==> src/rtl/csa_resolver.sv <==
// Resolves a carry-save (sum, carry) pair to binary by rippling CHUNK bits per clock.
// Optional back-to-back accept in DONE: define CSA_RES_BTB_EN.
//
// state | meaning
// IDLE  | waiting for an operand pair, in_ready=1
// RUN   | one chunk of the ripple add per clock
// DONE  | result presented, waiting for out_ready
module csa_resolver #(
   parameter int WIDTH = 6,
   parameter int CHUNK = 2
) (
   input  logic               clk,
   input  logic               rst,
   input  logic               in_valid,
   output logic               in_ready,
   input  logic [WIDTH-1:0]   sum_in,
   input  logic [WIDTH-1:0]   carry_in,
   output logic               out_valid,
   input  logic               out_ready,
   output logic [WIDTH+1:0]   result
);
   localparam int OPW = WIDTH + 1;
   localparam int NCH = (OPW + CHUNK - 1) / CHUNK;
   localparam int PW  = NCH * CHUNK;
   localparam int RW  = WIDTH + 2;
   localparam int CW  = (NCH > 1) ? $clog2(NCH) : 1;
   localparam logic [CW-1:0] LAST = CW'(NCH - 1);

   typedef enum logic [1:0] {IDLE, RUN, DONE} state_t;

   state_t          state_q, state_d;
   logic [PW-1:0]   a_q, b_q, acc_q, acc_d;
   logic [CW-1:0]   cnt_q;
   logic            c_q;
   logic [RW-1:0]   result_q;
   logic            load, step;
   logic [CHUNK:0]  tot;
   logic [PW:0]     full;
   int              idx;

   always_comb begin
      state_d   = state_q;
      in_ready  = 1'b0;
      out_valid = 1'b0;
      load      = 1'b0;
      step      = 1'b0;
      case (state_q)
         IDLE: begin
            in_ready = 1'b1;
            if (in_valid) begin
               load    = 1'b1;
               state_d = RUN;
            end
         end
         RUN: begin
            step = 1'b1;
            if (cnt_q == LAST) state_d = DONE;
         end
         DONE: begin
            out_valid = 1'b1;
`ifdef CSA_RES_BTB_EN
            in_ready = out_ready;
            if (out_ready) begin
               if (in_valid) begin
                  load    = 1'b1;
                  state_d = RUN;
               end else begin
                  state_d = IDLE;
               end
            end
`else
            if (out_ready) state_d = IDLE;
`endif
         end
         default: state_d = IDLE;
      endcase
   end

   // Chunk adder: the only arithmetic in the block, CHUNK+1 bits wide.
   always_comb begin
      idx   = int'(cnt_q) * CHUNK;
      tot   = {1'b0, a_q[idx +: CHUNK]} + {1'b0, b_q[idx +: CHUNK]} + {{CHUNK{1'b0}}, c_q};
      acc_d = acc_q;
      acc_d[idx +: CHUNK] = tot[CHUNK-1:0];
      full  = {tot[CHUNK], acc_d};
   end

   always_ff @(posedge clk or posedge rst) begin
      if (rst) begin
         state_q  <= IDLE;
         a_q      <= '0;
         b_q      <= '0;
         acc_q    <= '0;
         cnt_q    <= '0;
         c_q      <= 1'b0;
         result_q <= '0;
      end else begin
         state_q <= state_d;
         if (load) begin
            a_q   <= PW'({1'b0, sum_in});
            b_q   <= PW'({carry_in, 1'b0});
            cnt_q <= '0;
            c_q   <= 1'b0;
         end else if (step) begin
            acc_q <= acc_d;
            c_q   <= tot[CHUNK];
            cnt_q <= cnt_q + 1'b1;
            if (cnt_q == LAST) result_q <= full[RW-1:0];
         end
      end
   end

   assign result = result_q;
endmodule

==> config.mk <==
export PLATFORM = sky130hd
export DESIGN_NAME = csa_resolver
export DESIGN_NICKNAME = d
export VERILOG_FILES = /design/src/rtl/csa_resolver.sv
export SDC_FILE = /design/constraint.sdc
export NUM_CORES = 1
export LEC_CHECK = 0
export ABC_AREA = 0
export CAP_MARGIN = 20
export CORE_UTILIZATION = 57
export DETAILED_ROUTE_END_ITERATION = 8
export MAX_ROUTING_LAYER = met4
export PLACE_DENSITY = 0.9
export SYNTH_ARGS = -nofsm -noshare
export SYNTH_HDL_FRONTEND = slang
export SYNTH_SLANG_ARGS = --single-unit
export TNS_END_PERCENT = 20
==> constraint.sdc <==
create_clock -name clk -period 5.3 [get_ports clk]
set_input_delay 0.53 -clock clk [delete_from_list [all_inputs] [get_ports clk]]
set_output_delay 0.53 -clock clk [all_outputs]
set_load 0.1 [all_outputs]
# Word-level counts from Yosys, hierarchy flattened
# Cells that the tools add are included.
# totals
word_cells,41
ff_bits,33
# op_classes
bitwise_logic,1
eq_ne,6
add_sub_neg,4
reduce_logical,5
mux,14
shifts,4
# ops
operator,count
3-bit negation with 33-bit output,1
2-bit by 33-bit variable shift with 8-bit output (first input constant),1
2-bit by 33-bit indexed part select with 8-bit output,1
8-bit by 4-bit indexed part select with 2-bit output,2
2-bit two-way mux,5
8-bit bitwise mux,1
1-bit two-way mux,7
2-bit != test (second input constant),3
2-bit case mux with 3 select lines,1
3-bit AND reduction,2
2-bit == test (second input constant),2
2-bit by 2-bit adder with 3-bit output,1
3-bit by 1-bit adder with 3-bit output,1
2-bit by 1-bit adder with 2-bit output (second input constant),1
2-bit by 1-bit == test with 1-bit output (second input constant),1
2-bit logical NOT,1
2-bit AND reduction,1
2-bit nonzero test,1
1-bit NOT,1

# Logic depth before layout (Yosys ltp)
# depth
word_depth,5
ltp_mapped,9

# Worst setup path after synthesis
# No wires, ideal clock.
# synth_timing
path_type,register -> output
start,register state_q[1]
end,output port out_valid
arrival_time_ns,1.825
path_buffers,0
path_stages_with_launch,2
slack_ns,2.945
path_cell_list,dfrtp_1 nor2b_1
# synth_between
elab_chain_cells,2
# synth_lines
element,line,text
from (decl),31,"state_t state_q, state_d;"
from (signal assigned),98,state_q <= state_d;
2-bit == test,47,case (state_q)
1-bit two-way mux,47,
to (decl),18,"output logic out_valid,"
# Every way passes these cells.

# Final worst setup path
# Ends and elaborated chain as after synthesis.

==> summary.md <==
| Metric | Value |
|---|---|
| Status | complete, no violations |
| Hpwl dp | 2140 um |
| WP buf/inv | 1 |
| Max Clock Skew | roughly 12 ps |
| Leading cell type in the layout, fill and taps excluded | dfrtp_1 |
| Total CTS buffers | 5 |
| Initial antenna violation count | 0 |
| Final hold vios | 0 |
| Cell family with most CP delay | buffers and inverters |
| Post-CTS Hold Fix Bufs | 0 |
| Routed via count | roughly 1.1k |
| Global-route wire length before repair | about 5000 um |
| Placer Congestion | 0.820 |
| Req. time, crit path | between 4000 and 5000 ps |
| DRT iter0 DRCs | 15 |
| CTS max path bufs | 2 |
| Core Footprint | between 2000 and 3000 sq um |
| Total Die Area | 3130 sq um |
| Clock sinks | 33 |
| # resized after CTS | 0 |
| Post-synthesis async set-or-reset flop share | 100% |
| Mapped Cells | 141 |
| Fmax | around 370 MHz |
| Routed Antenna Nets | 0 |
| Vias in the first global route | 1175 |
| H-tree depth | 2 |
| Top post-synthesis cells by area | dfrtp_1 50%, mux2_4 6.3%, a21oi_1 4.8%, a32o_1 4.8%, ha_1 4.5% |
| Worst-margin pin slew | about 1000 ps |
| Fillers | 215 |
| Ys Warns | 0 |
| CP arrival | 2160 ps |
| Die width | 56.0 um |
| Initial Util | 60.3% |
| RSZ-0062 raised after global routing | false |
| Final WL | 2900 um |
| Max cap viols | 0 |
| Row count | 19 |
| Remaining global-route overflow | 0 |
| Syn avg cell area | 11.8 sq um |
| Critical path launch point type | register |
| Layout cells sized above 1 | 13.9% |
| Distinct cells, synth | 28 |
| Post-Syn Nets | between 150 and 200 |
| Setup Crit Path Kind | reg -> out |
| Setup bufs post-CTS | 0 |
| Seq cells post-synth | 33 |
| Final Setup Violations | 0 |
| Nets | 190 |
| Number of synthesized flops with an enable pin | 0 |
| Sequential element share of the synthesized area | between 40 and 50% |
| Tot GR Track Use | ~22% |
| 1st-pass router iterations | 4 |
| Skew-Pair Late Insertion Delay | around 330 ps |
| Largest net degree at the start of global routing | 34 |
| Root Buffer | clkbuf_4 |
| Min Tclk post-route | around 2700 ps |
| HP Class | reg -> reg |
| Commonest cells after routing, fill and taps aside | 33 x dfrtp_1, 25 x clkdlybuf4s50_1, 16 x a21oi_1 |
| Routed WL per cell | 14.7 um |
| Crit share post-route | about half |
| Number of diodes | 0 |
| Crit path capture type | primary output |
| Slowest stage delay, CP | ~1200 ps |
| Slew margin rel. | between 30% and 40% |
| Post-synth top area share | just under 50% |
| TritonCTS clock tree | yes |
| Cell area after synthesis | ~1700 sq um |
| Mean number of vias per cell | slightly below 6 |
| TNS Setup | 0 ps |
| Critical-path top delay cell | clkdlybuf4s50_1 |
| Clock slew at reported path FFs | 100 ps |
| Main flop type after synthesis | dfrtp_1 |
| Worst path cell trace | nor2b_1 > clkdlybuf4s50_1 |
| Crit-path max FO | 6 |
| Synthesis-to-finish area growth | 17.6% |
| Port buffer count | 25 |
| IO Count | 26 |
| Yosys top cell by area | dfrtp_1 |
| Die height | ~56 um |
| Fin. max-slew vios | 0 |
| Remaining DRCs | 0 |
logic make-up (layout without fill, tap and decap cells):
kind of cell,count (synthesis),after routing,share of synthesized area (%)
AND/OR/NAND/NOR,39,39,14.0
AO/OA/AOI/OAI,33,33,12.8
flip-flops,33,33,49.7
multiplexers,16,16,12.1
buffers and inverters,12,37,4.44
adder cells (fa/ha/maj),8,8,6.93
worst paths after layout:
kind	startpoint	endpoint	slack (ps)	cells after the start
worst max-delay path	state_q[1]	out_valid	2610	2
worst min-delay path	acc_q[2]	acc_q[2]	500	1
worst max register to register	cnt_q[0]	result[5]	2810	6
worst min register to register	acc_q[2]	acc_q[2]	500	1
max in group asynchronous	rst	state_q[0]	4430	3
min in group asynchronous	rst	result[7]	570	3
flip-flops by register name, summed over array words and instances (netlist names):
signal   count
a_q          6
result       8
cnt_q        2
c_q          1
acc_q        8
b_q          6
state_q      2
layout make-up:
class                      instances  area, sq um  area share, %
clock buffer                       7         55.1           2.82
inverter                           4         15.0          0.768
timing repair buffer              26          258           13.2
sequential                        33          826           42.3
tap                               31         38.8           1.98
multi-input combinational         96          762           39.0
routing by layer:
| metal | up-vias | global-route usage (%) | wire length, um |
|---|---|---|---|
| met5 | - | - | 0 |
| met4 | 0 | 10.8 | 63 |
| met3 | 8 | 4.88 | 101 |
| met2 | 25 | 37.9 | 1490 |
| met1 | 556 | 24.1 | 1240 |
| li1 | 546 | - | - |
stage by stage:
step / setup WS [ps] / utilization [%] / area (sq um) / instances / hold slack [ps]
finish: 2610 / 70.9 / 1950 / 197 / 496
CTS: 2580 / 70.9 / 1950 / 197 / 498
floorplan: 2950 / - / 1660 / 141 / 458
global placement: 2920 / 68.9 / 1900 / 190 / 465
detailed placement: 2830 / 68.9 / 1900 / 190 / 474
global route: 2510 / 70.9 / 1950 / 197 / 520
synthesized netlist by cell type, drive strengths merged, types with 2 or more instances:
cell    count
dfrtp      33
buf         8
mux2       12
and4bb      3
ha          6
inv         4
fa          2
nor2b      11
nor2        9
mux2i       4
a32o        8
a21oi      16
nand2      10
o21ai       6
Power is left out: the tool's default activity adds up to more than one toggle a clock period on the data nets, which glitch-free logic cannot reach.
